$ cat src/rtl/piso_shift_reg.sv
// -----------------------------------------------------------------------------
// piso_shift_reg
//
// Parallel-in / serial-out shift register. A parallel word is captured on the
// preload strobe and then shifted out MSB first, one bit per clock. New bits
// enter at the LSB end from the serial input, so several instances can be
// chained through sdi/sdo.
//
// Parameters:
//   WIDTH  register width in bits (>= 2)
//
// Ports:
//   clk    input   1      rising-edge clock
//   reset  input   1      synchronous, active-high reset (clears the register)
//   sdi    input   1      serial data in, enters bit 0 on every shift
//   pl     input   1      preload strobe, loads d instead of shifting
//   d      input   WIDTH  parallel load data
//   sdo    output  1      serial data out, the register MSB
// -----------------------------------------------------------------------------
module piso_shift_reg #(
    parameter int WIDTH = 4
) (
    input  logic             clk,
    input  logic             reset,
    input  logic             sdi,
    input  logic             pl,
    input  logic [WIDTH-1:0] d,
    output logic             sdo
);

    logic [WIDTH-1:0] q_q;
    logic [WIDTH-1:0] q_d;

    // Next-state selection: a load wins over the shift it coincides with,
    // so the bit that would have left on that edge is dropped.
    always_comb begin
        q_d = q_q;
        if (pl) begin
            q_d = d;
        end else begin
            q_d = {q_q[WIDTH-2:0], sdi};
        end
    end

    // State register with synchronous reset taking priority over any load.
    always_ff @(posedge clk) begin
        if (reset) begin
            q_q <= {WIDTH{1'b0}};
        end else begin
            q_q <= q_d;
        end
    end

    // The MSB is already a flop, so sdo needs no extra output stage; a
    // loaded word's MSB is visible immediately after the load edge.
    assign sdo = q_q[WIDTH-1];

endmodule

$ cat config.mk
export PLATFORM = sky130hd
export DESIGN_NAME = piso_shift_reg
export DESIGN_NICKNAME = d
export VERILOG_FILES = /design/src/rtl/piso_shift_reg.sv
export SDC_FILE = /design/constraint.sdc
export NUM_CORES = 1
export LEC_CHECK = 0
export ABC_AREA = 1
export CAP_MARGIN = 20
export CORE_AREA = 8 8 45 47
export CTS_CLUSTER_SIZE = 28
export DETAILED_ROUTE_END_ITERATION = 10
export DIE_AREA = 0 0 53 55
export PLACE_DENSITY_LB_ADDON = 0.15
export SETUP_SLACK_MARGIN = 0.5
export SLEW_MARGIN = 40
export SYNTH_ARGS = -nofsm -noshare
export SYNTH_HDL_FRONTEND = slang
export SYNTH_SLANG_ARGS = --single-unit
export TNS_END_PERCENT = 30
$ cat constraint.sdc
create_clock -name clk -period 1.2 [get_ports clk]
set_input_delay 0.3 -clock clk [delete_from_list [all_inputs] [get_ports clk]]
set_output_delay 0.3 -clock clk [all_outputs]
set_load 0.05 [all_outputs]
# Word level (Yosys, flattened, before mapping)
# Cells that the tools add are included.
[word_totals]
ff_bits = 4
inputBits = 8
[op_classes]
mux = 1
[op_table]
columns = ["cell", "n"]
rows = [
  ["4-bit two-way mux", 1],
]

# Longest topological paths before layout
# Gate-level depths: netlist (run 1).
[depth]
depth_word = 1
depth_mapped = 4
mapped_depth_nobuf = 4

# Worst setup path after synthesis (run 1)
# OpenSTA, ideal clock, no wires.
[synth_timing]
kind = "reg-to-output"
start = "register q_q[3]"
end = "output port sdo"
path_buffers = 0
path_stages_with_launch = 1
slack_ps = 313
arrival_ps = 587
path_cell_list = "dfxtp_1"
[synth_rtl]
columns = ["item", "line_no", "text"]
rows = [
  ["start, declared", "31", "logic [WIDTH-1:0] q_q;"],
  ["start signal, assigned", "48", "q_q <= {WIDTH{1'b0}};"],
  ["start signal, assigned", "50", "q_q <= q_d;"],
  ["end, declared", "28", "output logic sdo"],
]
# No word-level cell between the ends.

# Worst setup path in the final report (run 1)
[layout_timing]
start = "register q_q[3]"
end = "output port sdo"
# No word-level cell between the ends.

==> run_results.csv, run 1 <==
group,metric,value,unit
outcome,status,"completed",
global_route,use_met1,3.64,%
cells_and_area,final_cell_mix,"nand2_1, nor2_1, clkdlybuf4s50_1",
drt,vias_per_cell,3.26,
cells_and_area,area_delta_synth_final,74.6,%
drt,initialDrtViolationCount,0,
worst_setup_path,crit_type,"flip-flop to primary output",
timing,hold_viol,0,
timing,worst_slew_pin_slew,0.252,ns
worst_setup_path,cp.depth,1,
timing,drv_slew,0,
cells_and_area,num-nets-final,46,
placed_design,routabilityCongestion,0.607,
global_route,grt_pass1_vias,199,
drt,num_vias,173,
drt,drc,0,
timing,final.min_clock_period,1.01,ns
timing,relSlewSlack,83.1,%
logic_synthesis,syn_area,173,µm²
timing,finalCritPeriodShare,84.5,%
logic_synthesis,yosysUniqueCellTypes,7,
global_route,grt_pass1_wl,724,µm
cells_and_area,n_fill_cell,156,
hold_path,min_delay_path_depth,2,
placed_design,place_area,275,µm²
clock_network,clockRootBuffer,"clkbuf_4",
clock_network,cts-htree-levels,1,
logic_synthesis,yosysSeqAreaShare,46.4,%
floorplanning,core-area,1380,µm²
cells_and_area,layout_commonest_cell,"nand2_1",
floorplanning,fp.dieH,55,µm
clock_network,ctsResizeCount,0,
pwr,pwr-share-clk,46.7,%
cells_and_area,fin_area,302,µm²
drt,dr.pass1.iters,1,
cells_and_area,largest_reg_flops,4,
logic_synthesis,ys_seq_elements,4,
cells_and_area,reg_top3,"q_q (4)",
timing,timing.hold.ws,0.435,ns
pwr,p_per_area,1300,nW/µm²
worst_setup_path,setup.worst_path.end_class,"primary output",
cells_and_area,antennaDiodeCount,0,
worst_setup_path,cp_cell_sequence,"buf_12",
cells_and_area,fin_cells,53,
pwr,power_frac_comb,16.2,%
global_route,grt_util_all_layers,3.55,%
drt,drt_wl_total,371,µm
clock_network,cts_buffer_depth,2,
worst_setup_path,crit_arrival,0.71,ns
global_route,grt_max_degree,9,
logic_synthesis,synth_cells,26,
floorplanning,dieWidth,53,µm
worst_setup_path,reg2regPathDepth,2,
logic_synthesis,yosys_warnings,0,
global_route,met3_usage,3.21,%
logic_synthesis,yosys-top-cells-area,"dfxtp_1, nand2_1, nor2_1, inv_1, buf_6",
placed_design,dp.cells,49,
floorplanning,dieArea,2920,µm²
global_route,antenna_found_initial,0,
pwr,p_sw,0.0000887,W
placed_design,port_buffers,8,
pwr,p_sw_share,22.6,%
cells_and_area,drive_gt1_share,18.9,%
drt,antenna_left,0,
floorplanning,fp-row-count,14,
clock_network,tritoncts,"built",
cells_and_area,regMostFlops,"q_q",
worst_setup_path,startpoint_type,"flip-flop",
clock_network,numCtsBuffers,3,
pwr,p_seq_share,37.1,%
logic_synthesis,synth.avg_cell_area,6.64,µm²
floorplanning,boundaryPins,9,
clock_network,insertion_delay,0.24,ns
worst_setup_path,critPathTopFamily,"flip-flops",
clock_network,postCtsSetupBuffers,0,
pwr,p_leak,0.148,nW
timing,skew,0.00818,ns
timing,fmax,986,MHz
worst_setup_path,max_stage_delay,0.34,ns
timing,setup_viol,0,
clock_network,clk_pin_slew_worst_paths,0.04,ns
worst_setup_path,crit_path_top_delay_cell,"dfxtp_4",
logic_synthesis,yosys.area.top_type,"dfxtp_1",
hold_path,hold_path.class,"flip-flop to flip-flop",
worst_setup_path,crit_required,0.90,ns
worst_setup_path,path_buf_inv,1,
worst_setup_path,r2r_slack,0.61,ns
logic_synthesis,yosysTopAreaCellShare,46.4,%
job,drv_cap,0,
logic_synthesis,syn_nets,34,
global_route,grt-ovfl-total,0,
floorplanning,start_util,12.5,%
global_route,met2_usage,5.08,%
worst_setup_path,worstPathMaxFanout,1,
drt,wl_per_cell,7.00,µm
timing,rsz0062_at_grt,"true",
clock_network,ctsHoldBuffers,0,
clock_network,cts.sinks,4,
global_route,busiest_layer,"met2",
pwr,ir_drop,0.547,mV
pwr,p_int,0.000304,W
==> metal layers <==
metal	share of wire, %	wire length [µm]
met3	8.4	31
met4	0	0
met1	46	170
met2	46	169
met5	0	0
==> power by group through the flow <==
| stage | Sequential (W) | Combinational, W | Clock [W] |
|---|---|---|---|
| 3_5_place_dp | 0.000148 | 0.0000650 | 0 |
| 5_1_grt | 0.000147 | 0.0000711 | 0.000214 |
| 4_1_cts | 0.000146 | 0.0000652 | 0.000194 |
| 3_3_place_gp | 0.000148 | 0.0000640 | 0 |
| 2_1_floorplan | 0.000155 | 0.0000242 | 0 |
| 6_report | 0.000146 | 0.0000638 | 0.000183 |
==> cells by family (layout without fill, tap and decap cells) <==
kind of cell	after synthesis	in the layout	synth area share, %
buffers and inverters	6	17	17.4
and+or+nand+nor	16	16	36.2
DFF	4	4	46.4
==> metrics by stage <==
stage               setup TNS, ns  total power, W  worst slack, ns  utilization, %
floorplan                       0        0.000179            0.492               -
global placement          -0.0182        0.000212         -0.00739            19.9
detailed placement         -0.128        0.000213          -0.0397            19.9
CTS                             0        0.000405            0.172            21.8
global route                    0        0.000432            0.150            21.8
finish                          0        0.000393            0.186            21.8
==> layout make-up <==
cell class / count / area [µm²] / share of cell area, %
timing repair buffer: 8 / 90.1 / 29.9
sequential: 4 / 83.8 / 27.8
tap: 16 / 20.0 / 6.64
clock buffer: 4 / 26.3 / 8.71
multi-input combinational: 16 / 62.6 / 20.7
inverter: 5 / 18.8 / 6.22
==> tightest hold or removal path: cells and delay by family, from the launching register on <==
kind	cells	cell delay, ns
flops	1	0.30
simple gates	2	0.11
==> cell usage after synthesis <==
cell	instances
nand2_1	8
nor2_1	7
dfxtp_1	4
inv_1	4
buf_6	1
inv_2	1
nor2_2	1
==> repair_timing <==
item	CTS	global route
pin swaps	0	0
endpoints found under the setup margin	5	5
gates cloned	0	0
==> final timing paths <==
check,start,to
setup reg to reg,q_q[1]$_SDFF_PP0_,q_q[2]$_SDFF_PP0_
hold / removal,q_q[0]$_SDFF_PP0_,q_q[1]$_SDFF_PP0_
hold reg to reg,q_q[0]$_SDFF_PP0_,q_q[1]$_SDFF_PP0_
setup / recovery,q_q[3]$_SDFF_PP0_,sdo
(Power assumes the default switching activity.)
==> inputs of run 2 (changes only) <==
==> constraint.sdc (replaced) <==
create_clock -name clk -period 1 [get_ports clk]
set_input_delay 0.25 -clock clk [delete_from_list [all_inputs] [get_ports clk]]
set_output_delay 0.25 -clock clk [all_outputs]
set_load 0.05 [all_outputs]
==> run 2 against run 1 <==
Effect of this change:
- sequential power increased by 20%
- critical path depth unchanged
- cell area stayed put
- routed wire length decreased by 3.2%
- combinational power is 19% higher
- final cell count unchanged
==> run_results.csv, run 2 (synthesis results as in run 1) <==
group,metric,value,unit
worst_setup_path,cp.depth,1,
pwr,p_leak,0.148,nW
timing,setup_viol,0,
timing,drv_slew,0,
global_route,grt_pass1_wl,655,µm
drt,num_vias,171,
clock_network,tritoncts,"built",
pwr,p_sw,0.000106,W
hold_path,hold_path.class,"flip-flop to flip-flop",
timing,fmax,1030,MHz
worst_setup_path,max_stage_delay,0.34,ns
timing,setup_tns,0,ns
placed_design,port_buffers,8,
pwr,ir_drop,0.691,mV
global_route,antenna_found_initial,0,
worst_setup_path,reg2reg_from,"q_q[1]$_SDFF_PP0_",
global_route,grt_pass1_vias,169,
drt,wl_per_cell,6.77,µm
timing,finalCritPeriodShare,96.7,%
placed_design,dp_hpwl,296,µm
timing,hold_viol,0,
drt,drt_wl_total,359,µm
cells_and_area,drive_gt1_share,18.9,%
outcome,status,"completed",
pwr,finalPower,0.000471,W
drt,dr.pass1.iters,2,
cells_and_area,largest_reg_flops,4,
worst_setup_path,crit_path_top_delay_cell,"dfxtp_4",
drt,antenna_left,0,
timing,rsz0062_at_grt,"true",
clock_network,clk_pin_slew_worst_paths,0.04,ns
pwr,p_int,0.000365,W
worst_setup_path,worstPathMaxFanout,1,
floorplanning,boundaryPins,9,
floorplanning,start_util,12.5,%
worst_setup_path,crit_required,0.75,ns
cells_and_area,final_cell_mix,"nand2_1, nor2_1, clkdlybuf4s50_1",
placed_design,routabilityCongestion,0.597,
cells_and_area,antennaDiodeCount,0,
drt,drc,0,
cells_and_area,layout_commonest_cell,"nand2_1",
cells_and_area,num-nets-final,46,
floorplanning,fp.dieH,55,µm
drt,initialDrtViolationCount,3,
hold_path,min_from,"q_q[0]$_SDFF_PP0_",
clock_network,clockRootBuffer,"clkbuf_4",
worst_setup_path,r2r_slack,0.45,ns
worst_setup_path,crit_type,"flip-flop to primary output",
global_route,grt_util_all_layers,3.66,%
drt,vias_per_cell,3.23,
clock_network,cts-htree-levels,1,
worst_setup_path,r2r-end,"q_q[2]$_SDFF_PP0_",
hold_path,hold_path_end,"q_q[1]$_SDFF_PP0_",
worst_setup_path,path_buf_inv,1,
global_route,grt-ovfl-total,0,
pwr,p_seq_share,37.2,%
worst_setup_path,cp_cell_sequence,"buf_12",
clock_network,cts.sinks,4,
clock_network,cts_buffer_depth,2,
pwr,p_per_area,1560,nW/µm²
timing,relSlewSlack,83.3,%
job,drv_cap,0,
clock_network,postCtsSetupBuffers,0,
floorplanning,core-area,1380,µm²
timing,final.min_clock_period,0.967,ns
timing,worst_slew_pin_slew,0.250,ns
pwr,p_sw_share,22.5,%
clock_network,numCtsBuffers,3,
global_route,grt_max_degree,9,
floorplanning,fp-row-count,14,
pwr,pwr-share-clk,46.7,%
cells_and_area,area_delta_synth_final,74.6,%
worst_setup_path,startpoint_type,"flip-flop",
worst_setup_path,setup.worst_path.end_class,"primary output",
pwr,power_frac_comb,16.1,%
cells_and_area,regMostFlops,"q_q",
floorplanning,dieWidth,53,µm
cells_and_area,reg_top3,"q_q (4)",
hold_path,min_delay_path_depth,2,
clock_network,insertion_delay,0.24,ns
worst_setup_path,critPathTopFamily,"flip-flops",
worst_setup_path,reg2regPathDepth,2,
timing,skew,0.0112,ns
worst_setup_path,crit_arrival,0.72,ns
floorplanning,dieArea,2920,µm²
[run 2: how the worst max path moves through the flow]
stage / startpoint / endpoint
after detailed placement: pl / q_q[2]$_SDFF_PP0_
after floorplan: q_q[3]$_SDFF_PP0_ / sdo
after CTS: q_q[3]$_SDFF_PP0_ / sdo
final: q_q[3]$_SDFF_PP0_ / sdo
after global placement: pl / q_q[2]$_SDFF_PP0_
after global routing: q_q[3]$_SDFF_PP0_ / sdo
[run 2: power by group through the flow]
stage	clock network, W	registers, W	logic, W
final	0.000220	0.000175	0.0000759
after detailed placement	0	0.000178	0.0000770
after floorplan	0	0.000186	0.0000290
after CTS	0.000238	0.000175	0.0000771
after global placement	0	0.000178	0.0000767
after global routing	0.000262	0.000176	0.0000844
[run 2: metal layers]
layer | global-route usage [%] | part of all wire (%) | vias up
li1 | - | - | 94
met1 | 3.19 | 38 | 69
met2 | 4.10 | 42 | 8
met3 | 5.88 | 19 | 0
met4 | 1.29 | 0 | 0
met5 | 0 | 0 | -
[run 2: through the flow]
step	setup WS [ns]	hold slack, ns	std cells	area (µm²)	util, %
6_report	0.0328	0.445	53	302	21.8
4_1_cts	0.0161	0.448	53	302	21.8
2_1_floorplan	0.342	0.379	26	176	-
5_1_grt	0.00158	0.495	53	302	21.8
3_3_place_gp	-0.181	0.436	49	275	19.9
3_5_place_dp	-0.190	0.441	49	275	19.9
[run 2: layout make-up]
cell class / count / area (µm²)
Tap cell: 16 / 20.0
Fill cell: 161 / 1080
Timing Repair Buffer: 8 / 90.1
Inverter: 5 / 18.8
Multi-Input combinational cell: 16 / 62.6
Clock buffer: 4 / 26.3
Sequential cell: 4 / 83.8
[run 2: timing repair]
| action | 4_1_cts | 5_1_grt |
|---|---|---|
| endpoints found under the setup margin | 5 | 5 |
| hold buffers | 0 | 0 |
| endpoints found under the hold margin | 0 | 0 |
| gates cloned | 0 | 0 |
| resized for setup | 0 | 0 |
